<file path="config.mk">
export PLATFORM = sky130hd
export DESIGN_NAME = prio_grant_queue
export DESIGN_NICKNAME = d
export VERILOG_FILES = /design/src/rtl/prio_grant_pkg.sv /design/src/rtl/prio_find.sv /design/src/rtl/prio_grant_queue.sv
export SDC_FILE = /design/constraint.sdc
export NUM_CORES = 1
export LEC_CHECK = 0
export ABC_AREA = 1
export BUFFER_PORTS_ARGS = -buffer_cell sky130_fd_sc_hd__buf_2
export CORE_UTILIZATION = 40
export DETAILED_ROUTE_END_ITERATION = 7
export MAX_ROUTING_LAYER = met4
export PLACE_DENSITY = 0.64
export SLEW_MARGIN = 20
export SYNTH_ARGS = -nofsm -noshare
export SYNTH_HDL_FRONTEND = slang
export SYNTH_SLANG_ARGS = --single-unit
</file>
<file path="constraint.sdc">
create_clock -name clk -period 2.3 [get_ports clk]
set_input_delay 0.115 -clock clk [delete_from_list [all_inputs] [get_ports clk]]
set_output_delay 0.115 -clock clk [all_outputs]
set_load 0.005 [all_outputs]
</file>
<file path="src/rtl/prio_grant_pkg.sv">
// Shared constants and FSM state type for prio_grant_queue.
// Optional one-hot output of the top is enabled by PRIO_GRANT_ONEHOT_EN.
package prio_grant_pkg;

  localparam int unsigned MODE_FIXED = 0;
  localparam int unsigned MODE_RR    = 1;

  typedef enum logic {
    ST_IDLE   = 1'b0,
    ST_ACTIVE = 1'b1
  } state_t;

endpackage

</file>
<file path="src/rtl/prio_find.sv">
// Combinational search for the first set bit of mask scanning downward from
// start (inclusive, wrapping), or from the top index when rotate is low.
module prio_find #(
  parameter  int unsigned WIDTH = 8,
  localparam int unsigned IW    = $clog2(WIDTH)
) (
  input  logic [WIDTH-1:0] mask,
  input  logic [IW-1:0]    start,
  input  logic             rotate,
  output logic [IW-1:0]    index,
  output logic             found
);

  int unsigned base;
  int unsigned pos;

  always_comb begin
    index = '0;
    found = 1'b0;
    base  = rotate ? 32'(start) : WIDTH - 1;
    pos   = 0;
    for (int unsigned i = 0; i < WIDTH; i++) begin
      pos = (base + WIDTH - i) % WIDTH;
      if (!found && mask[IW'(pos)]) begin
        found = 1'b1;
        index = IW'(pos);
      end
    end
  end

endmodule

</file>
<file path="src/rtl/prio_grant_queue.sv">
// Pending-request queue granting one index per handshake, fixed or round-robin.
// Define PRIO_GRANT_ONEHOT_EN to add the out_onehot decode output.
module prio_grant_queue
  import prio_grant_pkg::*;
#(
  parameter int unsigned WIDTH = 8,
  parameter int unsigned MODE  = MODE_FIXED
) (
  input  logic                     clk,
  input  logic                     rst,
  input  logic [WIDTH-1:0]         req_in,
  input  logic                     load,
  input  logic                     out_ready,
  output logic                     out_valid,
  output logic [$clog2(WIDTH)-1:0] out_idx,
  output logic                     busy
`ifdef PRIO_GRANT_ONEHOT_EN
  ,
  output logic [WIDTH-1:0]         out_onehot
`endif
);

  localparam int unsigned IW = $clog2(WIDTH);

  logic [WIDTH-1:0] pending;
  logic [WIDTH-1:0] pending_next;
  logic [WIDTH-1:0] grant_onehot;
  logic [IW-1:0]    ptr;
  logic [IW-1:0]    ptr_next;
  logic [IW-1:0]    find_idx;
  logic             find_ok;
  logic             grant;
  state_t           state;
  state_t           state_next;

  // Outputs depend only on registered pending/ptr, never on req_in or load.
  prio_find #(.WIDTH(WIDTH)) u_find (
    .mask   (pending),
    .start  (ptr),
    .rotate (MODE == MODE_RR),
    .index  (find_idx),
    .found  (find_ok)
  );

  assign out_valid = |pending;
  assign out_idx   = out_valid ? find_idx : '0;
  assign busy      = (state == ST_ACTIVE);
  assign grant     = out_valid && out_ready;

  always_comb begin
    grant_onehot = '0;
    if (grant) grant_onehot = WIDTH'(1) << out_idx;
    pending_next = (pending & ~grant_onehot) | (load ? req_in : '0);
    ptr_next     = ptr;
    if (MODE == MODE_RR && grant)
      ptr_next = (out_idx == '0) ? IW'(WIDTH - 1) : out_idx - 1'b1;
  end

  always_comb begin
    state_next = state;
    case (state)
      ST_IDLE:   if (pending_next != '0) state_next = ST_ACTIVE;
      ST_ACTIVE: if (pending_next == '0) state_next = ST_IDLE;
      default:   state_next = ST_IDLE;
    endcase
  end

  always_ff @(posedge clk) begin
    if (rst) begin
      pending <= '0;
      ptr     <= IW'(WIDTH - 1);
      state   <= ST_IDLE;
    end else begin
      pending <= pending_next;
      ptr     <= ptr_next;
      state   <= state_next;
    end
  end

`ifdef PRIO_GRANT_ONEHOT_EN
  assign out_onehot = out_valid ? (WIDTH'(1) << out_idx) : '0;
`endif

endmodule

</file>
==> impl_metrics.ini <==
[status]
status = complete, no violations

[global_route]
antenna_found_initial = 0
grt_pass1_wl_um = 1750
first_global_vias = 428
groute.usage.overall_pct = 18.2
globalRouteOverflowTotal = 0
grt_max_degree = 10

[final_layout]
finalNonFillerCells = 100
diodes = 0
layout-drive-gt1-share_pct = 37.2
syn2layout_area_growth_pct = 16.2
layout.nets = 99
final_core_util_pct = 53.1

[power]
p_clk_share_pct = 30.2
ir_worst_vdd_uv = 295
pwr-share-comb_pct = 26.3
p_per_area_nw_per_um2 = 644
pwr-share-seq_pct = 43.5
p_int_uw = 279
p_leak_nw = 0.285
p_switching_uw = 126
p_sw_share_pct = 31.1

[floorplan]
coreArea_um2 = 1190
num_rows = 12
die_area_um2 = 1510
die_w_um = 38.8
start_util_pct = 45.7
die_h_um = 38.8
ioPinCount = 17

[timing]
tns_ps = 0
post-route-period-util_pct = 60.6
slew_viol_final = 0
max_freq_mhz = 717
setup_violations = 0
hold_viol_final = 0
rsz0062_at_grt = false
min_period_ps = 1390
slew_headroom_pct = 84.1
worst_pin_slew_ps = 239
skew_ps = 1.48

[synthesis]
ys_seq_area_share_pct = 33.3
yosys.cell_count.top_type = nand2_1
syn_area_um2 = 542
synth_common_cells = nand2_1 (10), dfxtp_1 (9), nor2_1 (9), a21oi_1 (8), inv_1 (6)
yosysTopAreaCell = dfxtp_1
ys_top_cells_by_area = dfxtp_1 (33%), a21oi_1 (7.4%), nand2_1 (6.9%)
synth_ff_type = dfxtp_1
yosys.cell_types.count = 23
syn_inst = 68
syn-num-nets = 80
synth_top_area_share_pct = 33.3
avgSynthCellArea_um2 = 7.97
synth_seq_cells = 9
yosysWarningCount = 0
synthArstFlopShare_pct = 0
synth_edf_count = 0

[worst_setup_path]
critPathKind = reg2out
worstPathRequired_ps = 2180
startpoint = pending[7]$_SDFF_PP0_
cp_data_arrival_time_ps = 1280
r2r-start = pending[7]$_SDFF_PP0_
worstPathMaxFanout = 7
cp-start-kind = flip-flop
cp-end-kind = primary output
rr_worst_depth = 8
ff2ff_setup_slack_ps = 970

[clock_network]
clock_sinks = 9
clockBufferDepth = 2
cts_resized = 0
cts_buffers = 3
h-tree-depth = 1
cts_hold_buf = 0
cts_root_buf = clkbuf_4
path_clk_slew_ps = 60
cts_tree = built
cts_setup_buffers = 0
clkLatencyLatePin_ps = 260

[route]
firstDrtPassIters = 3
drtAntennaViolNets = 0
viasPerCell = 4.80
vias = 480
postRouteWirelength_um = 1050
wire_per_inst_um = 10.5
drc = 0
drt_iter0_drc = 4

[min_path]
worstHoldStart = req_in[6]
worst_hold_path.num_cells = 3
hold_class = in2reg

[placement]
dp_hpwl_um = 829
place.gp.congestion = 0.788
port_buffers = 16
placed_cells = 96

[job]
drv_cap = 0
-- cell type report --
type,instances,area [um^2]
flip-flops and latches,9,180
inverters,7,26.3
multi-input cells,50,299
repair buffers,16,80.1
clock buffers,4,26.3
fillers,125,557
well taps,14,17.5
-- registers in the layout, summed over array words and instances, names as in the netlist --
signal / flops
pending: 8
busy: 1
-- power groups by stage --
stage                     sequential, mW  clock (mW)  combinational, mW
after floorplan                    0.178           0             0.0833
after global placement             0.179           0              0.107
after detailed placement           0.180           0              0.108
after CTS                          0.176       0.128              0.108
after global routing               0.177       0.137              0.122
final                              0.176       0.122              0.107
-- cell usage in the layout, fill, tap and decap left out --
| master | count |
|---|---|
| a21boi_0 | 1 |
| a21oi_1 | 8 |
| a21oi_2 | 1 |
| a22oi_1 | 1 |
| buf_2 | 16 |
| clkbuf_1 | 1 |
| clkbuf_4 | 3 |
| clkinv_1 | 1 |
| dfxtp_1 | 9 |
| inv_1 | 6 |
| nand2_1 | 10 |
| nand2_2 | 1 |
| nand2_4 | 2 |
| nand3_1 | 3 |
| nand3_2 | 2 |
| nand4_1 | 1 |
| nand4_2 | 1 |
| nor2_1 | 9 |
| nor2_2 | 2 |
| nor2_4 | 3 |
| o21a_1 | 1 |
| o21ai_1 | 2 |
| o21ai_2 | 1 |
| o221ai_1 | 1 |
-- metrics by stage --
step / setup WS (ps) / instance area (um^2) / power [mW] / hold WS [ps]
finish: 906 / 629 / 0.405 / 125
global route: 746 / 629 / 0.437 / 128
CTS: 879 / 629 / 0.413 / 114
detailed placement: 966 / 603 / 0.288 / 387
global placement: 1010 / 603 / 0.286 / 382
floorplan: 1110 / 542 / 0.261 / 284
-- final timing paths --
kind	to
setup / recovery	out_idx[0]
hold / removal	pending[6]$_SDFF_PP0_
setup reg to reg	busy$_SDFF_PP0_
hold reg to reg	pending[0]$_SDFF_PP0_
-- logic make-up (layout without fill, tap and decap cells) --
group,Yosys count,after routing,synth area share [%]
compound gates,16,16,18.2
buf+inv,9,27,11.5
flops,9,9,33.3
simple gates,34,34,37.0
-- metal layers --
layer	global-route usage (%)	vias up	part of all wire (%)
met4	12.9	0	0.38
met5	-	-	0
li1	-	261	-
met1	21.1	206	49
met2	27.9	11	47
met3	3.47	2	3.5
-- critical path, stage by stage, from the launching register on --
cell and delay, ps:
dfxtp_1 360, nor2_4 200, nand4_2 150, o221ai_1 170, buf_2 140
Note: power is estimated with default switching activity, not from simulation.
